--- src/rtl/dense_to_coo_fp8_encoder_pkg.sv ---
// Shared FP8 COO definitions: table geometry defaults, FSM states,
// and the E4M3 zero test used by both the encoder and the sparse matmul.
package fp8_coo_pkg;

  localparam int DEF_MAT_DIM = 8;
  localparam int DEF_IDX_W   = $clog2(DEF_MAT_DIM);
  localparam int DEF_MAX_NNZ = 32;

  typedef enum logic [1:0] {
    LOAD,
    SCAN,
    DONE
  } coo_state_e;

  // NaN encodings (0x7F/0xFF) fall out as nonzero naturally.
  function automatic logic is_fp8_zero(
    input logic [7:0] b,
    input logic       keep_neg_zero
  );
    return (b[6:0] == 7'd0) && (!b[7] || !keep_neg_zero);
  endfunction

endpackage

--- src/rtl/dense_to_coo_fp8_encoder_picker.sv ---
// Lowest-set-bit priority encoder over a row nonzero mask.
// Also returns the mask with the picked bit removed.
module fp8_row_nz_picker #(
  parameter int W     = 8,
  parameter int IDX_W = 3
) (
  input  logic [W-1:0]     mask_i,
  output logic [IDX_W-1:0] col_o,
  output logic             any_o,
  output logic [W-1:0]     rest_o
);

  always_comb begin
    col_o = '0;
    for (int i = W - 1; i >= 0; i--) begin
      if (mask_i[i]) col_o = IDX_W'(i);
    end
    any_o  = |mask_i;
    rest_o = mask_i & (mask_i - W'(1));
  end

endmodule

--- src/rtl/dense_to_coo_fp8_encoder.sv ---
// Streams a dense FP8 matrix in row by row and builds a frozen COO table
// (data/row/col/valid) handed to the sparse matmul via valid/ack.
module dense_to_coo_fp8_encoder
  import fp8_coo_pkg::*;
#(
  parameter int MAT_DIM       = DEF_MAT_DIM,
  parameter int MAX_NNZ       = DEF_MAX_NNZ,
  parameter bit KEEP_NEG_ZERO = 1'b0,
  localparam int IDX_W        = $clog2(MAT_DIM),
  localparam int CNT_W        = $clog2(MAX_NNZ) + 1
) (
  input  logic                     clk,
  input  logic                     rst,
  input  logic                     in_valid,
  output logic                     in_ready,
  input  logic [MAT_DIM*8-1:0]     in_row_data,
  output logic                     out_valid,
  input  logic                     out_ack,
  output logic [MAX_NNZ*8-1:0]     coo_data,
  output logic [MAX_NNZ*IDX_W-1:0] coo_row,
  output logic [MAX_NNZ*IDX_W-1:0] coo_col,
  output logic [MAX_NNZ-1:0]       coo_valid,
  output logic [CNT_W-1:0]         nnz_count,
  output logic                     overflow
);

  localparam int WR_W = $clog2(MAX_NNZ);
  localparam logic [IDX_W-1:0] LAST_ROW = IDX_W'(MAT_DIM - 1);

  coo_state_e                 state_q, state_d;
  logic [IDX_W-1:0]           row_cnt_q, row_cnt_d;
  logic [MAT_DIM*8-1:0]       row_buf_q, row_buf_d;
  logic [MAT_DIM-1:0]         mask_q, mask_d;
  logic [MAX_NNZ*8-1:0]       data_q, data_d;
  logic [MAX_NNZ*IDX_W-1:0]   row_q, row_d;
  logic [MAX_NNZ*IDX_W-1:0]   col_q, col_d;
  logic [MAX_NNZ-1:0]         vld_q, vld_d;
  logic [CNT_W-1:0]           nnz_q, nnz_d;
  logic                       ovf_q, ovf_d;

  logic [MAT_DIM-1:0]         in_mask;
  logic [IDX_W-1:0]           pick_col;
  logic                       pick_any;
  logic [MAT_DIM-1:0]         pick_rest;
  logic [WR_W-1:0]            wr_idx;

  always_comb begin
    in_mask = '0;
    for (int c = 0; c < MAT_DIM; c++) begin
      in_mask[c] = !is_fp8_zero(in_row_data[8*c +: 8], KEEP_NEG_ZERO);
    end
  end

  fp8_row_nz_picker #(
    .W     (MAT_DIM),
    .IDX_W (IDX_W)
  ) u_picker (
    .mask_i (mask_q),
    .col_o  (pick_col),
    .any_o  (pick_any),
    .rest_o (pick_rest)
  );

  assign wr_idx = nnz_q[WR_W-1:0];

  always_comb begin
    state_d   = state_q;
    row_cnt_d = row_cnt_q;
    row_buf_d = row_buf_q;
    mask_d    = mask_q;
    data_d    = data_q;
    row_d     = row_q;
    col_d     = col_q;
    vld_d     = vld_q;
    nnz_d     = nnz_q;
    ovf_d     = ovf_q;
    unique case (state_q)
      LOAD: begin
        if (in_valid) begin
          row_buf_d = in_row_data;
          mask_d    = in_mask;
          if (|in_mask) begin
            state_d = SCAN;
          end else if (row_cnt_q == LAST_ROW) begin
            state_d = DONE;
          end else begin
            row_cnt_d = row_cnt_q + IDX_W'(1);
          end
        end
      end
      SCAN: begin
        if (pick_any) begin
          // A full table still burns the cycle so timing never depends on overflow.
          if (nnz_q == CNT_W'(MAX_NNZ)) begin
            ovf_d = 1'b1;
          end else begin
            data_d[8*wr_idx +: 8]         = row_buf_q[8*pick_col +: 8];
            row_d[IDX_W*wr_idx +: IDX_W]  = row_cnt_q;
            col_d[IDX_W*wr_idx +: IDX_W]  = pick_col;
            vld_d[wr_idx]                 = 1'b1;
            nnz_d                         = nnz_q + CNT_W'(1);
          end
        end
        mask_d = pick_rest;
        if (pick_rest == '0) begin
          if (row_cnt_q == LAST_ROW) begin
            state_d = DONE;
          end else begin
            row_cnt_d = row_cnt_q + IDX_W'(1);
            state_d   = LOAD;
          end
        end
      end
      DONE: begin
        if (out_ack) begin
          data_d    = '0;
          row_d     = '0;
          col_d     = '0;
          vld_d     = '0;
          nnz_d     = '0;
          ovf_d     = 1'b0;
          row_cnt_d = '0;
          mask_d    = '0;
          state_d   = LOAD;
        end
      end
      default: state_d = LOAD;
    endcase
  end

  always_ff @(posedge clk or posedge rst) begin
    if (rst) begin
      state_q   <= LOAD;
      row_cnt_q <= '0;
      row_buf_q <= '0;
      mask_q    <= '0;
      data_q    <= '0;
      row_q     <= '0;
      col_q     <= '0;
      vld_q     <= '0;
      nnz_q     <= '0;
      ovf_q     <= 1'b0;
    end else begin
      state_q   <= state_d;
      row_cnt_q <= row_cnt_d;
      row_buf_q <= row_buf_d;
      mask_q    <= mask_d;
      data_q    <= data_d;
      row_q     <= row_d;
      col_q     <= col_d;
      vld_q     <= vld_d;
      nnz_q     <= nnz_d;
      ovf_q     <= ovf_d;
    end
  end

  assign in_ready  = (state_q == LOAD);
  assign out_valid = (state_q == DONE);
  assign coo_data  = data_q;
  assign coo_row   = row_q;
  assign coo_col   = col_q;
  assign coo_valid = vld_q;
  assign nnz_count = nnz_q;
  assign overflow  = ovf_q;

endmodule
--- config.mk ---
export PLATFORM = sky130hd
export DESIGN_NAME = dense_to_coo_fp8_encoder
export DESIGN_NICKNAME = d
export VERILOG_FILES = /design/src/rtl/dense_to_coo_fp8_encoder_pkg.sv /design/src/rtl/dense_to_coo_fp8_encoder_picker.sv /design/src/rtl/dense_to_coo_fp8_encoder.sv
export SDC_FILE = /design/constraint.sdc
export NUM_CORES = 1
export LEC_CHECK = 0
export CELL_PAD_IN_SITES_DETAIL_PLACEMENT = 1
export CELL_PAD_IN_SITES_GLOBAL_PLACEMENT = 1
export CORE_UTILIZATION = 44
export CTS_BUF_LIST = sky130_fd_sc_hd__clkbuf_8
export DETAILED_ROUTE_END_ITERATION = 8
export GPL_TIMING_DRIVEN = 0
export PLACE_DENSITY = 0.89
export SLEW_MARGIN = 20
export SYNTH_ARGS = -nofsm -noshare
export SYNTH_HDL_FRONTEND = slang
export SYNTH_SLANG_ARGS = --single-unit
--- constraint.sdc ---
create_clock -name clk -period 26.8 [get_ports clk]
set_clock_uncertainty 0.1 [all_clocks]
set_input_delay 2.68 -clock clk [delete_from_list [all_inputs] [get_ports clk]]
set_output_delay 2.68 -clock clk [all_outputs]
set_load 0.02 [all_outputs]
==> impl_metrics.tcl, run 1 <==
set metrics [dict create \
    status "finished, final reports clean" \
    numCtsBuffers 94 \
    max_transition_margin_pct 18.8 \
    finalWeightedCongestion 0.930 \
    hp-start "coo_data[223]$_DFFE_PP0P_" \
    clk_path_buf_depth 3 \
    postSynthCellCount 1814 \
    routed_wl_mm 106 \
    holdPathStages 1 \
    most_frequent_cells_in_the_layout "sky130_fd_sc_hd__dfrtp_1, sky130_fd_sc_hd__clkdlybuf4s50_1, sky130_fd_sc_hd__o2bb2ai_1, sky130_fd_sc_hd__a22o_1, sky130_fd_sc_hd__nand2_1" \
    grt-busiest-layer "met2" \
    ant_nets 0 \
    synth_warnings 0 \
    placed_cells_incl_taps 3055 \
    n_fill_cell 5153 \
    cell_area_after_placement_mm2 0.0294 \
    dr_total_vias 20800 \
    grt_pass1_vias 22200 \
    multiInputGateArea_mm2 0.00805 \
    row_count 83 \
    crit_path_end_kind "register" \
    worst_r2r_start "nnz_count[0]$_DFFE_PP0P_" \
    final_layout_size_suffix_gt1_share_pct 12.8 \
    die_w_um 230 \
    dieArea_mm2 0.0527 \
    antenna_found_initial 0 \
    grt_usage_pct 40.4 \
    synth_fp_nets 1893 \
    detailed_place_hpwl_mm 72.5 \
    grt.met3_usage_pct 10.8 \
    grtUsageMet2_pct 66.0 \
    max_freq_mhz 180 \
    worstReg2RegEnd "coo_data[186]$_DFFE_PP0P_" \
    hold_buffers 0 \
    critical_path.startpoint_type "input port" \
    synth_top_cell_by_area "sky130_fd_sc_hd__dfrtp_1" \
    fp.coreArea_mm2 0.0513 \
    first_iter_violations 2047 \
    cts_root_buf "sky130_fd_sc_hd__clkbuf_8" \
    cts-resized-gates 0 \
    synth_area_per_cell_um2 12.6 \
    flop_to_flop_setup_slack_ns 21.53 \
    worst_ep_arrival_time_ns 6.07 \
    floorplan.initialDensity_pct 44.4 \
    final_setup_vio_count 0 \
    io_buffer_count 556 \
    ff_latch_area_mm2 0.0141 \
    max_cap_viol_count 0 \
    hold_path_class "register to register" \
    areaGrowthSynthToFinish_pct 37.5 \
    wire_per_inst_um 33.1 \
    grt_pass1_wl_mm 157 \
    final_max_slew_viol_count 0 \
    register_area_share_after_synthesis_pct 61.9 \
    synthDominantCellAreaShare_pct 61.9 \
    worst_pin_slew_ns 1.21 \
    synth_cell_type_count 68 \
    synth_edf_count 0 \
    tns_ns 0 \
    post_synth_main_area_contributors "sky130_fd_sc_hd__dfrtp_1, sky130_fd_sc_hd__o2bb2ai_1, sky130_fd_sc_hd__a22o_1" \
    cts_setup_buffers 0 \
    postSynthRegisterBits 564 \
    clock_tree_from_tritoncts "yes" \
    hold_viol_final 0 \
    synth-async-reset-ratio_pct 100 \
    yosys_most_used_dff "sky130_fd_sc_hd__dfrtp_1" \
    via_per_inst 6.46 \
    clk_transition_reported_paths_ns 0.07 \
    static-leakage-power_nw 13.4 \
    fin_area_mm2 0.0313 \
    drc 0 \
    grt_start_max_net_pins 115 \
    mappedNetlistArea_mm2 0.0228 \
    clock_tree.htree_level_count 3 \
    holdWs_ns 0.390 \
    post_layout_nonfiller_instances 3218 \
    clk_latency_ns 0.74 \
    critPathRequiredTime_ns 27.32 \
    total_power_density_per_cell_area_mw_per_mm2 149 \
    grt_remaining_overflow 0 \
    worst-path-max-fanout 10 \
    final_period_minus_worst_setup_slack_ns 5.55 \
    rsz0062_at_grt "false" \
    ios 557 \
    worstSetupPathType "input port to register" \
    finalNetCount 2550 \
    cts_num_sinks 564 \
    met1_usage_pct 47.9 \
    worst_hold_path.endpoint "coo_data[223]$_DFFE_PP0P_" \
    drtPass1Iterations 5 \
    die_h_um 230 \
    worst-r2r-cell-count 13 \
    peakVddDrop_v 0.0000751 \
    layout.cells.most_common "sky130_fd_sc_hd__dfrtp_1" \
    layout_worst_path_cycle_share_pct 20.7 \
]
[how the worst max path moves through the flow]
stage                  from                   endpoint  slack, ns
floorplan               rst     coo_col[0]$_DFFE_PP0P_       8.25
global placement        rst  coo_data[105]$_DFFE_PP0P_       2.77
detailed placement  out_ack  coo_data[106]$_DFFE_PP0P_      20.74
CTS                 out_ack  coo_data[186]$_DFFE_PP0P_      21.36
global route        out_ack  coo_data[237]$_DFFE_PP0P_      21.21
finish              out_ack  coo_data[186]$_DFFE_PP0P_      21.25
[registers in the layout, indices dropped and copies added (netlist names)]
signal,count
row_cnt_q,3
coo_valid,32
coo_data,256
mask_q,8
nnz_count,6
row_buf_q,64
state_q,2
overflow,1
coo_col,96
coo_row,96
[cell families after synthesis]
logic type | share of synthesized area [%]
AOI/OAI and AO/OA | 22.0
xor gates and xnor gates | 0.154
adders and majority gates | 0.691
buffers and inverters | 2.83
DFF | 61.9
muxes | 4.24
and+or+nand+nor | 8.15
[routing by layer]
metal,part of all wire [%],vias up
li1,-,8212
met1,37,10800
met2,48,1355
met3,8.9,369
met4,6.3,0
met5,0,-
[critical path, stage by stage]
cell and delay, ns:
sky130_fd_sc_hd__clkdlybuf4s50_1 0.59, sky130_fd_sc_hd__mux2i_1 0.15, sky130_fd_sc_hd__a41oi_2 0.29, sky130_fd_sc_hd__nand3_2 0.29
sky130_fd_sc_hd__buf_2 0.34, sky130_fd_sc_hd__nor3_2 0.84, sky130_fd_sc_hd__nand2_1 0.45, sky130_fd_sc_hd__o2bb2ai_1 0.43
[cell type report]
cell class,instances,area share (%)
diodes,1,0.00798
plain buffers,111,1.91
clock buffers,124,5.44
clock inverters,38,0.854
inverters,12,0.168
multi-input cells,1127,25.7
flip-flops and latches,564,45.0
well taps,680,2.71
repair buffers,561,18.2
[synth_stat cells (12+ instances only)]
library cell                instances
sky130_fd_sc_hd__nand2_1          134
sky130_fd_sc_hd__mux2i_1           20
sky130_fd_sc_hd__dfrtp_1          564
sky130_fd_sc_hd__o221ai_1          16
sky130_fd_sc_hd__a21boi_0          14
sky130_fd_sc_hd__a211oi_1          17
sky130_fd_sc_hd__a21oi_1           14
sky130_fd_sc_hd__a22o_1           137
sky130_fd_sc_hd__nor4_1            14
sky130_fd_sc_hd__inv_1             12
sky130_fd_sc_hd__nand3_1           30
sky130_fd_sc_hd__buf_2             34
sky130_fd_sc_hd__mux2_2            68
sky130_fd_sc_hd__o21ai_0           71
sky130_fd_sc_hd__o2bb2ai_1        235
sky130_fd_sc_hd__buf_4             13
sky130_fd_sc_hd__a32o_1            16
sky130_fd_sc_hd__nor3_1            34
sky130_fd_sc_hd__a31oi_1           33
sky130_fd_sc_hd__a21oi_2           25
sky130_fd_sc_hd__clkbuf_1          42
sky130_fd_sc_hd__nor2_1           127
sky130_fd_sc_hd__buf_6             12
[report_power, final]
group          leakage [nW]  internal (mW)  total, mW  switching, mW
clock                  1.12          0.435      0.832          0.396
sequential             7.34           1.17       1.43          0.261
combinational          4.92          0.894       2.42           1.52
total                  13.4           2.50       4.67           2.18
[per-stage QoR]
stage	total power, mW	utilization, %	setup WS, ns
6_report	4.67	61.1	21.25
5_1_grt	4.80	61.1	21.21
4_1_cts	4.62	61.1	21.36
3_5_place_dp	3.73	57.2	20.74
3_3_place_gp	3.62	57.0	2.77
2_1_floorplan	2.57	-	8.25
No activity file was read; power rests on OpenSTA's default activity.
==> run 2: changes to the inputs <==
Settings changed: CORE_UTILIZATION 44 to 41, PLACE_DENSITY 0.89 to 0.84.
Clock period 26.8 ns to 5.55 ns, I/O delays scaled along.
==> impl_metrics.tcl, run 2 (same netlist as run 1, synthesis figures left out) <==
set metrics [dict create \
    dr_total_vias 20200 \
    die_w_um 238 \
    io_buffer_count 556 \
    cpMaxStageDelayCell "sky130_fd_sc_hd__nor3_4" \
    grt-busiest-layer "met2" \
    grt.met3_usage_pct 9.84 \
    drtPass1Iterations 5 \
    grt_remaining_overflow 0 \
    final_layout_size_suffix_gt1_share_pct 13.6 \
    finalWeightedCongestion 0.912 \
    numCtsBuffers 94 \
    fp.coreArea_mm2 0.0550 \
    rsz0062_at_grt "false" \
    flop_to_flop_setup_slack_ns 0.30 \
    crit_path_end_kind "register" \
    final_period_minus_worst_setup_slack_ns 5.25 \
    dieArea_mm2 0.0566 \
    timing.critical_path.slowest_cell_delay_ns 0.72 \
    layout.cells.most_common "sky130_fd_sc_hd__dfrtp_1" \
    layout_worst_path_cycle_share_pct 94.7 \
    antenna_found_initial 3 \
    wire_per_inst_um 30.7 \
    placed_cells_incl_taps 3137 \
    max_ffs_per_register 256 \
    crit_path_cell_trace "buf_2, inv_1, ha_1, buf_2, nor3b_1, ha_1, clkbuf_1, inv_1, nor3_4, buf_2, nand4_1, o21ai_0" \
    met1_usage_pct 43.5 \
    ant_nets 0 \
    clock_tree.htree_level_count 3 \
    max_freq_mhz 190 \
    worst_path_most_repeated_cell "sky130_fd_sc_hd__buf_2" \
    grtUsageMet2_pct 58.7 \
    worst-r2r-cell-count 12 \
    static-leakage-power_nw 13.5 \
    cts_num_sinks 564 \
    post-place-ws_ns 0.390 \
    final_max_slew_viol_count 0 \
    die_h_um 238 \
    clock_tree_from_tritoncts "yes" \
    detailed_place_hpwl_mm 73.6 \
    clk_path_buf_depth 3 \
    finalNetCount 2564 \
    worstSetupPathType "register to register" \
    grt_start_max_net_pins 37 \
    first_iter_violations 1509 \
    grt_pass1_wl_mm 151 \
    peakVddDrop_v 0.000365 \
    grt_usage_pct 36.0 \
    final_core_utilization_pct 57.7 \
    status "finished, final reports clean" \
    clk_transition_reported_paths_ns 0.07 \
    areaGrowthSynthToFinish_pct 39.1 \
    critical-path-top-delay-family "buffers and inverters" \
    floorplan.initialDensity_pct 41.5 \
    ios 557 \
    via_per_inst 6.09 \
    hold_path_class "input port to asynchronous set/reset pin" \
    worst_pin_slew_ns 1.16 \
    timing.final.ws_setup_ns 0.296 \
    total_power_density_per_cell_area_mw_per_mm2 706 \
    hold_buffers 0 \
    clk_latency_ns 0.71 \
    n_fill_cell 5582 \
    post_layout_nonfiller_instances 3307 \
    critical_path_buffers_and_inverters 6 \
    cts_setup_buffers 0 \
    critPathRequiredTime_ns 6.04 \
    worstReg2RegEnd "coo_data[130]$_DFFE_PP0P_" \
    cts_root_buf "sky130_fd_sc_hd__clkbuf_8" \
    worst_r2r_start "nnz_count[0]$_DFFE_PP0P_" \
    max_cap_viol_count 0 \
    row_count 86 \
    most_frequent_cells_in_the_layout "sky130_fd_sc_hd__dfrtp_1, sky130_fd_sc_hd__clkdlybuf4s50_1, sky130_fd_sc_hd__o2bb2ai_1, sky130_fd_sc_hd__a22o_1, sky130_fd_sc_hd__nand2_1" \
    routed_wl_mm 102 \
    worst-path-max-fanout 10 \
    grt_pass1_vias 21700 \
    tns_ns 0 \
    drc 0 \
    critical_path.startpoint_type "register" \
    max_transition_margin_pct 22.3 \
    final_setup_vio_count 0 \
    hold_viol_final 0 \
    worst_ep_arrival_time_ns 5.74 \
]
## run 2: per-stage QoR
stage	hold slack (ns)	power (mW)	cell area [µm²]
floorplan	0.373	12.4	22800
global placement	0.364	17.7	29300
detailed placement	0.373	18.1	29700
CTS	0.0282	22.3	31700
global route	0.0469	23.2	31700
finish	0.0604	22.4	31700
## run 2: worst max-delay path by stage
stage,slack (ns),cells after the start,start,endpoint
global placement,-5.95,2,rst,coo_data[106]$_DFFE_PP0P_
global route,0.02,12,nnz_count[0]$_DFFE_PP0P_,coo_data[130]$_DFFE_PP0P_
CTS,0.25,12,nnz_count[0]$_DFFE_PP0P_,coo_data[130]$_DFFE_PP0P_
finish,0.30,12,nnz_count[0]$_DFFE_PP0P_,coo_data[130]$_DFFE_PP0P_
detailed placement,0.39,12,nnz_count[0]$_DFFE_PP0P_,coo_data[130]$_DFFE_PP0P_
floorplan,-2.78,1,rst,coo_col[0]$_DFFE_PP0P_
## run 2: metal layers
layer	share of wire (%)	vias to the layer above
li1	-	8237
met2	48	1054
met5	0.023	-
met1	38	10600
met4	5.6	4
met3	8.3	300
## run 2: power breakdown
group,internal (mW),switching [mW]
combinational,4.34,7.29
sequential,5.63,1.15
clock,2.12,1.84
## run 2: final cells by class
class	count	area, µm²	area share (%)
Sequential cell	564	14100	44.5
Multi-Input combinational cell	1127	8070	25.5
Timing Repair Buffer	575	5940	18.7
Clock buffer	118	1620	5.12
Tap cell	748	936	2.95
Buffer	111	599	1.89
Clock inverter	51	369	1.16
Inverter	12	48.8	0.154
Antenna cell	1	2.50	0.00789
## run 2: repair_timing
| action | 4_1_cts | 5_1_grt |
|---|---|---|
| resized for setup | 0 | 1 |
| setup endpoints to repair | 0 | 1 |
| hold endpoints to repair | 0 | 0 |
==> run 3: changes to the inputs <==
Clock period 5.55 ns to 5.31 ns, I/O delays scaled along.
==> impl_metrics.tcl, run 3 (same netlist as run 1, synthesis figures left out) <==
set metrics [dict create \
    status "finished, final reports clean" \
    grt_usage_pct 36.0 \
    worst_path_most_repeated_cell "sky130_fd_sc_hd__buf_2" \
    io_buffer_count 556 \
    critPathRequiredTime_ns 5.83 \
    max_ffs_per_register 256 \
    peakVddDrop_v 0.000383 \
    grt_pass1_vias 21700 \
    hold_path_class "input port to asynchronous set/reset pin" \
    placed_cells_incl_taps 3137 \
    antenna_found_initial 3 \
    n_fill_cell 5580 \
    die_h_um 238 \
    final_max_slew_viol_count 0 \
    detailed_place_hpwl_mm 73.6 \
    multiInputGateArea_mm2 0.00808 \
    wire_per_inst_um 30.7 \
    max_transition_margin_pct 23.1 \
    post_layout_nonfiller_instances 3311 \
    dr_wl_met3_mm 8.44 \
    final_core_utilization_pct 57.7 \
    grt_start_max_net_pins 37 \
    cpMaxStageDelayCell "sky130_fd_sc_hd__nor3_4" \
    ff_latch_area_mm2 0.0141 \
    clock_tree.htree_level_count 3 \
    dr_total_vias 20300 \
    drtPass1Iterations 7 \
    wirelength_met1_mm 38.9 \
    routed_wl_mm 102 \
    first_iter_violations 1507 \
    cts_root_buf "sky130_fd_sc_hd__clkbuf_8" \
    met2_wire_length_mm 48.7 \
    post-place-ws_ns 0.150 \
    uppermost_layer_routed "met5" \
    rsz0062_at_grt "false" \
    clk_path_buf_depth 3 \
    timing.critical_path.slowest_cell_delay_ns 0.59 \
    fp.coreArea_mm2 0.0550 \
    most_frequent_cells_in_the_layout "sky130_fd_sc_hd__dfrtp_1, sky130_fd_sc_hd__clkdlybuf4s50_1, sky130_fd_sc_hd__o2bb2ai_1, sky130_fd_sc_hd__a22o_1, sky130_fd_sc_hd__nand2_1" \
    grt_pass1_wl_mm 151 \
    clock_tree_from_tritoncts "yes" \
    critical_path.startpoint_type "register" \
    ios 557 \
    worstSetupPathType "register to register" \
    crit_path_end_kind "register" \
    final_setup_vio_count 0 \
    row_count 86 \
    cell_area_after_placement_mm2 0.0297 \
    max_cap_viol_count 0 \
    holdWs_ns 0.0367 \
    layout.cells.most_common "sky130_fd_sc_hd__dfrtp_1" \
    final_period_minus_worst_setup_slack_ns 5.07 \
    worst_pin_slew_ns 1.14 \
    layout_worst_path_cycle_share_pct 95.5 \
    worst_ep_arrival_time_ns 5.59 \
    hold_viol_final 0 \
    worst-path-max-fanout 10 \
    numCtsBuffers 94 \
    fin_area_mm2 0.0317 \
    crit_path_cell_trace "buf_2, inv_1, ha_1, buf_2, nor3b_1, ha_1, clkbuf_1, inv_1, nand3_2, buf_2, nor3_4, nand2_1, o2bb2ai_1" \
    timing.final.ws_setup_ns 0.238 \
    cts_num_sinks 564 \
    clk_transition_reported_paths_ns 0.07 \
    via_per_inst 6.12 \
    die_w_um 238 \
    ant_nets 0 \
    floorplan.initialDensity_pct 41.5 \
    dieArea_mm2 0.0566 \
    max_freq_mhz 197 \
    clk_latency_ns 0.70 \
    final_layout_size_suffix_gt1_share_pct 13.8 \
    finalWeightedCongestion 0.912 \
    static-leakage-power_nw 13.5 \
    finalNetCount 2568 \
    total_power_density_per_cell_area_mw_per_mm2 737 \
    grt_remaining_overflow 0 \
    drc 0 \
    areaGrowthSynthToFinish_pct 39.2 \
]
==> run 3: cell count changes in the layout (fill, tap and decap cells not counted), sizes merged <==
cell,delta
buf,+4
==> run 3: worst paths after layout <==
path                                     startpoint                        end  slack (ns)  cells after the start
min in group clk                     in_row_data[7]   row_buf_q[7]$_DFFE_PP0P_        0.34                      2
max in group asynchronous                       rst   coo_data[39]$_DFFE_PP0P_        3.29                      8
hold reg to reg              coo_row[5]$_DFFE_PP0P_     coo_row[5]$_DFFE_PP0P_        0.39                      2
setup reg to reg           nnz_count[0]$_DFFE_PP0P_  coo_data[153]$_DFFE_PP0P_        0.24                     13
setup / recovery           nnz_count[0]$_DFFE_PP0P_  coo_data[153]$_DFFE_PP0P_        0.24                     13
hold / removal                                  rst    coo_row[68]$_DFFE_PP0P_        0.04                      2
==> run 3: repair_timing <==
item                                    4_1_cts  5_1_grt
resized for setup                             0        3
setup buffers                                 0        4
endpoints found under the setup margin        0       81
hold endpoints to repair                      0        0
hold buffers                                  0        0
==> run 3: worst max-delay path, delay by kind of cell (launching register included) <==
family          cells  cell delay [ns]
buf+inv             6             1.76
simple gates        4             1.69
flops               1             0.53
fa+ha+maj           2             0.49
compound gates      1             0.42
==> run 3: power breakdown <==
part           leakage, nW  internal, mW  switching (mW)  total [mW]
clock                 1.13          2.21            1.92        4.13
sequential            7.34          5.89            1.20        7.09
combinational         5.06          4.55            7.63        12.2
==> run 3: metal layers <==
layer  vias up  GRT usage (%)
met1     10600           43.5
li1       8248              -
met2      1075           58.7
met4         4           19.2
met3       295           9.84
met5         -              0
==> run 3: through the flow <==
stage / setup TNS, ns / total power, mW
floorplan: -1692.38 / 13.0
global placement: -3417.95 / 18.5
detailed placement: 0 / 18.9
CTS: 0 / 23.3
global route: 0 / 24.2
finish: 0 / 23.4
==> run 3: area by class of cell <==
| cell class | instances | share of cell area [%] |
|---|---|---|
| diodes | 1 | 0.00788 |
| plain buffers | 111 | 1.89 |
| clock buffers | 118 | 5.12 |
| clock inverters | 51 | 1.16 |
| inverters | 12 | 0.154 |
| multi-input cells | 1127 | 25.5 |
| flip-flops and latches | 564 | 44.5 |
| well taps | 748 | 2.95 |
| repair buffers | 579 | 18.8 |
